===== config.mk =====
export PLATFORM = sky130hd
export DESIGN_NAME = score_bcd_display_flat
export DESIGN_NICKNAME = d
export VERILOG_FILES = /design/src/rtl/score_bcd_display_if.sv /design/src/rtl/score_bcd_display.sv /design/src/flat_wrapper.sv
export SDC_FILE = /design/constraint.sdc
export NUM_CORES = 1
export LEC_CHECK = 0
export BUFFER_PORTS_ARGS = -buffer_cell sky130_fd_sc_hd__buf_2
export CORE_ASPECT_RATIO = 0.6
export CORE_MARGIN = 4
export CORE_UTILIZATION = 35
export CTS_CLUSTER_DIAMETER = 40
export DETAILED_ROUTE_END_ITERATION = 7
export GPL_TIMING_DRIVEN = 0
export PLACE_DENSITY_LB_ADDON = 0.12
export SETUP_SLACK_MARGIN = 0.3
export SYNTH_ARGS = -nofsm -noshare
export SYNTH_HDL_FRONTEND = slang
export SYNTH_SLANG_ARGS = --single-unit

===== constraint.sdc =====
create_clock -name clk -period 2.8 [get_ports clk]
set_input_delay 0.14 -clock clk [delete_from_list [all_inputs] [get_ports clk]]
set_output_delay 0.14 -clock clk [all_outputs]
set_load 0.02 [all_outputs]

===== src/rtl/score_bcd_display_if.sv =====
// Bus between the score register side and the BCD display driver.
interface score_bcd_display_if #(
    parameter int unsigned BIN_W  = 7,
    parameter int unsigned DIGITS = 2
);
    logic [BIN_W-1:0]    value;
    logic                load;
    logic                busy;
    logic                done;
    logic                overflow;
    logic [7*DIGITS-1:0] seg;

    modport master (output value, output load,
                    input  busy,  input  done, input overflow, input seg);
    modport slave  (input  value, input  load,
                    output busy,  output done, output overflow, output seg);
endinterface


===== src/rtl/score_bcd_display.sv =====
// Binary score to active-low seven-segment digits via sequential double-dabble.
module score_bcd_display #(
    parameter int unsigned BIN_W    = 7,
    parameter int unsigned DIGITS   = 2,
    parameter int unsigned BLANK_LZ = 1
) (
    input  logic                 clk,
    input  logic                 reset,
    score_bcd_display_if.slave   bus
);
    localparam int unsigned NIB   = DIGITS + 1;
    localparam int unsigned BCD_W = 4 * NIB;
    localparam int unsigned SR_W  = BCD_W + BIN_W;
    localparam int unsigned CNT_W = $clog2(BIN_W + 1);
    localparam int unsigned SEG_W = 7 * DIGITS;

    typedef enum logic [1:0] {S_IDLE, S_SHIFT, S_UPDATE} state_t;

    state_t            state, state_d;
    logic [SR_W-1:0]   sr, sr_d, sr_adj;
    logic [CNT_W-1:0]  cnt, cnt_d;
    logic              sticky, sticky_d;
    logic              busy_q, busy_d;
    logic              done_q, done_d;
    logic              ovf_q, ovf_d;
    logic [SEG_W-1:0]  seg_q, seg_d, seg_conv;
    logic              ovf_conv;
    logic [BCD_W-1:0]  bcd;
    logic              lead;
    logic [3:0]        nib;

    // Active-high {g,f,e,d,c,b,a} pattern for one decimal digit.
    function automatic logic [6:0] seg_on(input logic [3:0] d);
        case (d)
            4'd0:    seg_on = 7'b0111111;
            4'd1:    seg_on = 7'b0000110;
            4'd2:    seg_on = 7'b1011011;
            4'd3:    seg_on = 7'b1001111;
            4'd4:    seg_on = 7'b1100110;
            4'd5:    seg_on = 7'b1101101;
            4'd6:    seg_on = 7'b1111101;
            4'd7:    seg_on = 7'b0000111;
            4'd8:    seg_on = 7'b1111111;
            4'd9:    seg_on = 7'b1100111;
            default: seg_on = 7'b0000000;
        endcase
    endfunction

    assign bcd = sr[SR_W-1:BIN_W];

    // Add 3 to every BCD nibble that is 5 or more before the next shift.
    always_comb begin
        sr_adj = sr;
        for (int n = 0; n < int'(NIB); n++) begin
            if (sr[BIN_W + 4*n +: 4] >= 4'd5) begin
                sr_adj[BIN_W + 4*n +: 4] = sr[BIN_W + 4*n +: 4] + 4'd3;
            end
        end
    end

    // Display image of the finished accumulator: dashes on overflow, else digits with optional blanking.
    always_comb begin
        ovf_conv = sticky | (bcd[BCD_W-1 -: 4] != 4'd0);
        seg_conv = '1;
        lead     = 1'b1;
        nib      = 4'd0;
        for (int k = int'(DIGITS) - 1; k >= 0; k--) begin
            nib = bcd[4*k +: 4];
            if (ovf_conv) begin
                seg_conv[7*k +: 7] = 7'b0111111;
            end else if ((BLANK_LZ != 0) && (k > 0) && lead && (nib == 4'd0)) begin
                seg_conv[7*k +: 7] = 7'b1111111;
            end else begin
                seg_conv[7*k +: 7] = ~seg_on(nib);
            end
            if (nib != 4'd0) begin
                lead = 1'b0;
            end
        end
    end

    // Next-state and next-output logic of the conversion FSM.
    always_comb begin
        state_d  = state;
        sr_d     = sr;
        cnt_d    = cnt;
        sticky_d = sticky;
        busy_d   = busy_q;
        done_d   = 1'b0;
        ovf_d    = ovf_q;
        seg_d    = seg_q;
        case (state)
            S_IDLE: begin
                if (bus.load) begin
                    sr_d     = {BCD_W'(0), bus.value};
                    cnt_d    = CNT_W'(BIN_W);
                    sticky_d = 1'b0;
                    busy_d   = 1'b1;
                    state_d  = S_SHIFT;
                end
            end
            S_SHIFT: begin
                // A bit pushed out of the top nibble also means overflow.
                sr_d     = {sr_adj[SR_W-2:0], 1'b0};
                sticky_d = sticky | sr_adj[SR_W-1];
                cnt_d    = cnt - CNT_W'(1);
                if (cnt == CNT_W'(1)) begin
                    state_d = S_UPDATE;
                end
            end
            S_UPDATE: begin
                seg_d   = seg_conv;
                ovf_d   = ovf_conv;
                done_d  = 1'b1;
                busy_d  = 1'b0;
                state_d = S_IDLE;
            end
            default: state_d = S_IDLE;
        endcase
    end

    // State register.
    always_ff @(posedge clk) begin
        if (reset) begin
            state <= S_IDLE;
        end else begin
            state <= state_d;
        end
    end

    // Datapath and output registers; reset blanks the display and drops any conversion.
    always_ff @(posedge clk) begin
        if (reset) begin
            sr     <= '0;
            cnt    <= '0;
            sticky <= 1'b0;
            busy_q <= 1'b0;
            done_q <= 1'b0;
            ovf_q  <= 1'b0;
            seg_q  <= '1;
        end else begin
            sr     <= sr_d;
            cnt    <= cnt_d;
            sticky <= sticky_d;
            busy_q <= busy_d;
            done_q <= done_d;
            ovf_q  <= ovf_d;
            seg_q  <= seg_d;
        end
    end

    assign bus.busy     = busy_q;
    assign bus.done     = done_q;
    assign bus.overflow = ovf_q;
    assign bus.seg      = seg_q;
endmodule

===== src/flat_wrapper.sv =====
// flat-port wrapper written by rule: the top's interface ports become plain ports
module score_bcd_display_flat 
#(
    parameter int unsigned BIN_W    = 7,
    parameter int unsigned DIGITS   = 2,
    parameter int unsigned BLANK_LZ = 1
)
  (clk, reset, bus_value, bus_load, bus_busy, bus_done, bus_overflow, bus_seg);
  score_bcd_display_if #(.BIN_W(BIN_W), .DIGITS(DIGITS)) bus_i ();
  input  logic clk;
  input  logic reset;
  input wire logic [$bits(bus_i.value)-1:0] bus_value;
  input wire logic [$bits(bus_i.load)-1:0] bus_load;
  output wire logic [$bits(bus_i.busy)-1:0] bus_busy;
  output wire logic [$bits(bus_i.done)-1:0] bus_done;
  output wire logic [$bits(bus_i.overflow)-1:0] bus_overflow;
  output wire logic [$bits(bus_i.seg)-1:0] bus_seg;
  assign bus_i.value = bus_value;
  assign bus_i.load = bus_load;
  assign bus_busy = bus_i.busy;
  assign bus_done = bus_i.done;
  assign bus_overflow = bus_i.overflow;
  assign bus_seg = bus_i.seg;
  score_bcd_display #(.BIN_W(BIN_W), .DIGITS(DIGITS), .BLANK_LZ(BLANK_LZ)) u_core (.clk(clk), .reset(reset), .bus(bus_i));
endmodule

==> impl_metrics.csv, run 1 <==
group,metric,value,unit
outcome,outcome,"completed",
clock_tree,htreeDepth,2,
clock_tree,cts_made_buffers,5,
final_layout,synthToLayoutAreaGrowth,15.0,%
min_path,hold_path_class,"input pin to flop",
drt,ant_nets,0,
grt,grt_pass1_wl,11100,microns
die,coreArea,7980,sq um
sta,hold_violations,0,
critical_path,crit_path_cell_trace,"inv_1 > ha_1 > nand2b_2 > a2111oi_2 > a211oi_4 > ha_1 > mux2_1 > o22ai_1",
logic_synthesis,synth_flop_cell,"dfxtp_1",
clock_tree,numClockSinks,56,
sta,slew_headroom,52.0,%
logic_synthesis,syn-cell-area,2910,sq um
drt,via_per_inst,4.96,
critical_path,cp-end-kind,"flop",
logic_synthesis,synth_seq_area_share,38.5,%
sta,fin_worst_skew,3.26,ps
power,vdd_drop_max,0.000215,V
clock_tree,hold_buffers,0,
clock_tree,cts_buffer_depth,2,
drt,routed_wl,6510,microns
clock_tree,cts_resized,1,
clock_tree,clock_latency,290,ps
critical_path,critPathRequiredTime,3020,ps
sta,rsz0062_at_grt,"no",
clock_tree,cts_tree,"done",
placed_design,gp_congestion,0.827,
critical_path,cp_slowest_cell,"a2111oi_2",
sta,period_share,83.1,%
drt,firstDrtPassIters,4,
final_layout,antennaDiodeCount,0,
critical_path,critical_path_class,"flop to flop",
logic_synthesis,synthArstFlopShare,0,%
grt,antenna_found_initial,0,
clock_tree,cts_root_buffer,"clkbuf_16",
grt,grt_max_degree,17,
critical_path,critical_path.most_common_cell,"ha_1",
logic_synthesis,ys_ff_latch,56,
sta,setup_tns,0,ps
die,dieHeight,78.6,microns
critical_path,path_buf_inv,1,
grt,grt_usage,13.9,%
die,dieArea,9880,sq um
die,die_w,126,microns
drt,drtIter0Drc,126,
clock_tree,post_cts_buffers,0,
sta,fmax,0.430,GHz
drt,drc,0,
power,cellLeakagePower,1.32,nW
flow_run,drv_cap,0,
logic_synthesis,syn_area_per_cell,9.21,sq um
sta,worst_pin_slew,721,ps
grt,grt_pass1_vias,2169,
logic_synthesis,synthesis.nets,347,
final_layout,final_layout_size_suffix_gt1_share,22.3,%
drt,wl_per_cell,14.2,microns
die,start_util,36.5,%
logic_synthesis,synth.distinct_cells,65,
clock_tree,clk_pin_slew_worst_paths,70,ps
drt,vias,2268,
critical_path,startpoint_type,"flop",
placed_design,dp_hpwl,4760,microns
sta,finalMaxSlewViolations,0,
final_layout,nets,380,
logic_synthesis,synth_enable_flop_cells,0,
placed_design,io_buffers,26,
sta,finalSetupViolCount,0,
logic_synthesis,syn_inst,316,
critical_path,cp_max_fo,6,
power,cellPowerDensity,479,nW/um^2
die,ioPinCount,27,
critical_path,cpLargestDelayFamily,"compound AO/OA/AOI/OAI gates",
sta,final.min_clock_period,2330,ps
grt,gr-total-overflow,0,
power,finalPower,1.60,mW
die,rows,25,
logic_synthesis,yosys_warnings,0,
critical_path,cp.arrival,2550,ps
critical_path,cpPeakStageDelay,510,ps
final_layout,postLayoutCoreUtil,41.9,%
[cells in the final DEF (no fill, tap or decap), types with 3 or more instances in the layout]
cell       netlist  layout
ha_1            21      21
nand3_1          3       3
or2_2            6       6
clkbuf_16        0       5
a311oi_1         7       7
nand2_1         25      25
a21o_1           3       3
inv_2            3       3
nand2b_2         2       3
mux2i_1          6       6
buf_6            3       3
a211oi_1         3       3
a21oi_1         24      24
o22ai_1          6       6
buf_2            6      32
clkbuf_1         6       6
o21ai_0          8       8
inv_1           20      20
nor3_1           5       5
nand2b_1        10       9
dfxtp_1         56      56
a211oi_4         2       3
nor2_1          33      31
[area by class of cell]
class	instances	area, sq um
Fill cell	792	4630
Multi-Input combinational cell	218	1630
Sequential cell	56	1120
Tap cell	108	135
Timing Repair Buffer	26	130
Clock buffer	5	125
Buffer	18	100
Inverter	24	92.6
Clock inverter	2	12.5
[report_power, final]
group          total [mW]  switching (mW)  internal, mW
Clock               0.606           0.281         0.325
Combinational       0.160           0.103        0.0570
Sequential          0.835          0.0142         0.821
[kinds of logic (layout without fill, tap and decap cells)]
group	count (synthesis)	after routing	share of synthesized area [%]
AO/OA/AOI/OAI	84	84	22.6
XOR/XNOR	2	2	0.602
adder cells (fa/ha/maj)	21	21	9.03
buffers and inverters	42	75	6.62
flip-flops	56	56	38.5
multiplexers	7	7	2.45
AND/OR/NAND/NOR	104	104	20.1
[worst register-to-register path: stages, from the launching register on]
cell and delay [ps]:
dfxtp_1 360, inv_1 90, ha_1 170, nand2b_2 230, a2111oi_2 510, a211oi_4 130
ha_1 330, mux2_1 290, o22ai_1 140
[cells in the mapped netlist, drive strengths merged, types with 2 or more instances]
cell type,instances,area [sq um]
nand3b,2,15.0
a2111oi,5,81.3
a21oi,24,120
and4bb,2,28.8
nand2b,13,93.8
buf,10,67.6
a21o,4,31.3
a311o,2,20.0
a22oi,2,15.0
nor2,33,124
ha,21,263
o22ai,6,37.5
mux2i,6,60.1
clkbuf,8,32.5
o21ai,10,50.1
dfxtp,56,1120
xnor2,2,17.5
or2,9,58.8
nor3,8,61.3
nand2,25,93.8
a211o,2,17.5
nor3b,2,20.0
inv,24,92.6
a221oi,2,17.5
nand3,3,15.0
a311oi,7,61.3
a211oi,7,87.6
o2bb2ai,2,17.5
and4b,2,20.0
[final timing paths]
kind / start / to / slack, ps / cells after the start
worst max-delay path: u_core.sr[12] / flop / 470 / 8
worst min-delay path: bus_value[5] / u_core.sr[5] / 110 / 3
worst max register to register: u_core.sr[12] / flop / 470 / 8
worst min register to register: flop / u_core.bus.seg[9] / 400 / 1
[layer usage]
layer	track usage [%]	wire length, microns	vias up
li1	-	-	1172
met4	4.55	88	0
met2	19.3	2560	32
met3	3.33	300	8
met5	0	0	-
met1	20.9	3560	1056
[per-stage QoR]
step / hold slack (ps) / std cells / setup slack (ps) / cell area (sq um)
2_1_floorplan: 302 / 316 / 585 / 2910
3_3_place_gp: 388 / 450 / 303 / 3170
3_5_place_dp: 391 / 450 / 263 / 3170
4_1_cts: 99.3 / 457 / 319 / 3320
5_1_grt: 116 / 457 / 314 / 3340
6_report: 107 / 457 / 473 / 3340
Note: power is estimated with default switching activity, not from simulation.
==> run 2, diff against run 1 <==
clock period = 2.05 ns   (was 2.8 ns; I/O delays follow)
==> run 2 against run 1 <==
  * The flow now finishes with violations (setup timing)
  * Flip-flop and latch count did not move
  * Final area grew 21%
  * Setup slack worse by 470 ps
  * Non-clock buffer count increased by 41
  * First-iteration DRC count shrank 18%
  * Combinational power grew 87%
  * Critical path depth rose by 3
  * Clock skew rose by 1.7 ps
==> impl_metrics.csv, run 2 (same netlist as run 1, synthesis figures left out) <==
group,metric,value,unit
outcome,outcome,"complete, but fails checks",
outcome,violations,"setup timing",
grt,grt_pass1_vias,2451,
grt,grt_pass1_wl,12600,microns
die,ioPinCount,27,
clock_tree,cts_buffer_depth,2,
critical_path,r2r_start,"u_core.state[0]",
critical_path,startpoint_type,"flop",
critical_path,critical_path_class,"flop to flop",
die,die_w,126,microns
drt,vias,2512,
sta,finalSetupViolCount,1,
die,dieHeight,78.6,microns
die,rows,25,
final_layout,final_layout_size_suffix_gt1_share,43.5,%
sta,period_share,100,%
grt,grt_usage,15.9,%
critical_path,cp_max_fo,5,
sta,final.min_clock_period,2050,ps
placed_design,gp_congestion,0.810,
drt,firstDrtPassIters,4,
clock_tree,cts_made_buffers,5,
flow_run,drv_cap,0,
critical_path,cp_slowest_cell,"dfxtp_4",
critical_path,ff2ff_setup_slack,-2,ps
clock_tree,hold_buffers,0,
sta,fmax,0.487,GHz
sta,rsz0062_at_grt,"yes",
final_layout,mostFrequentLayoutCell,"dfxtp_1",
final_layout,postLayoutCoreUtil,50.7,%
drt,ant_nets,0,
grt,gr-total-overflow,0,
min_path,min_to,"u_core.sr[2]",
die,coreArea,7980,sq um
clock_tree,htreeDepth,2,
sta,hold_slack,68.3,ps
critical_path,rr_worst_depth,11,
min_path,whs_path_depth,3,
sta,setup_tns,-1.80,ps
clock_tree,cts_tree,"done",
sta,fin_worst_skew,4.96,ps
min_path,hp-start,"bus_value[2]",
final_layout,synthToLayoutAreaGrowth,38.9,%
final_layout,mostFrequentLayoutCells,"dfxtp_1 (50), buf_4 (32), nor2_1 (31)",
power,vdd_drop_max,0.000316,V
critical_path,cpPeakStageDelay,360,ps
sta,slew_headroom,55.6,%
grt,antenna_found_initial,0,
drt,routed_wl,7620,microns
final_layout,antennaDiodeCount,0,
power,cellPowerDensity,569,nW/um^2
critical_path,cp.depth,11,
power,cellLeakagePower,1.61,nW
clock_tree,numClockSinks,56,
critical_path,path_buf_inv,4,
placed_design,io_buffers,26,
die,start_util,36.5,%
drt,drtIter0Drc,103,
min_path,hold_path_class,"input pin to flop",
grt,grt_max_degree,18,
final_layout,nets,421,
clock_tree,cts_root_buffer,"clkbuf_16",
critical_path,cpLargestDelayFamily,"simple AND/OR/NAND/NOR gates",
sta,finalMaxSlewViolations,0,
sta,hold_violations,0,
placed_design,dp_hpwl,5160,microns
drt,drc,0,
clock_tree,clock_latency,300,ps
critical_path,cp.arrival,2270,ps
critical_path,cp-end-kind,"flop",
critical_path,critPathRequiredTime,2270,ps
critical_path,crit_path_cell_trace,"buf_6 > and2b_1 > buf_6 > a32o_2 > nor3_4 > nor2_4 > buf_4 > ha_4 > inv_2 > a21oi_2 > a211oi_2",
die,dieArea,9880,sq um
drt,via_per_inst,5.03,
clock_tree,clk_pin_slew_worst_paths,70,ps
drt,wl_per_cell,15.3,microns
sta,worst_pin_slew,666,ps
power,finalPower,2.30,mW
critical_path,critical_path.most_common_cell,"buf_6",
sta,final.setup.worst_slack,-1.80,ps
[run 2: changes by cell type in the layout (fill, tap and decap cells not counted), sizes merged]
cell	previous run	this run
buf	36	75
inv	24	25
clkbuf	13	16
clkinvlp	1	0
[run 2: worst max path at each step]
stage / from / end / slack, ps
after CTS: u_core.sr[8] / flop / 20
final: u_core.state[0] / flop / -2
after detailed placement: reset / flop / -210
after global placement: reset / flop / -220
after global routing: u_core.sr[12] / flop / -80
after floorplan: u_core.sr[12] / flop / 100
[run 2: layer usage]
layer	wire length, microns	up-vias	GRT usage [%]
met5	0	-	0
met4	68	0	3.57
met3	260	7	4.15
met2	3320	33	23.5
met1	3970	1206	23.1
li1	-	1266	-
[run 2: stage by stage]
step	cell area, sq um	setup slack, ps	cells
floorplan	3080	101	316
global placement	3350	-223	450
detailed placement	3350	-210	450
CTS	3840	18.5	488
global route	4040	-83.6	499
finish	4040	-1.80	499
[run 2: where the power goes]
part	leakage, nW	internal [mW]	switching [mW]	total, mW
combinational	1.08	0.132	0.168	0.300
sequential	0.459	1.12	0.0220	1.14
clock	0.0714	0.457	0.400	0.857
total	1.61	1.71	0.589	2.30
[run 2: cell type report]
cell class | instances | area, sq um
Buffer | 18 | 121
Clock buffer | 6 | 129
Clock inverter | 2 | 15.0
Fill cell | 746 | 3940
Inverter | 24 | 103
Multi-Input combinational cell | 218 | 1930
Sequential cell | 56 | 1140
Tap cell | 108 | 135
Timing Repair Buffer | 67 | 472
[run 2: repair_timing]
| action | CTS | global route |
|---|---|---|
| gates resized for setup | 21 | 35 |
| setup endpoints to repair | 27 | 32 |
| buffers inserted | 30 | 11 |
| hold endpoints to repair | 0 | 0 |
| cloned | 0 | 0 |
| pin swaps | 19 | 27 |
[run 2: worst min-delay path: cells and delay by family]
family                 cells  cell delay (ps)
AOI/OAI and AO/OA          1               80
buffers and inverters      1               90
and+or+nand+nor            1               50
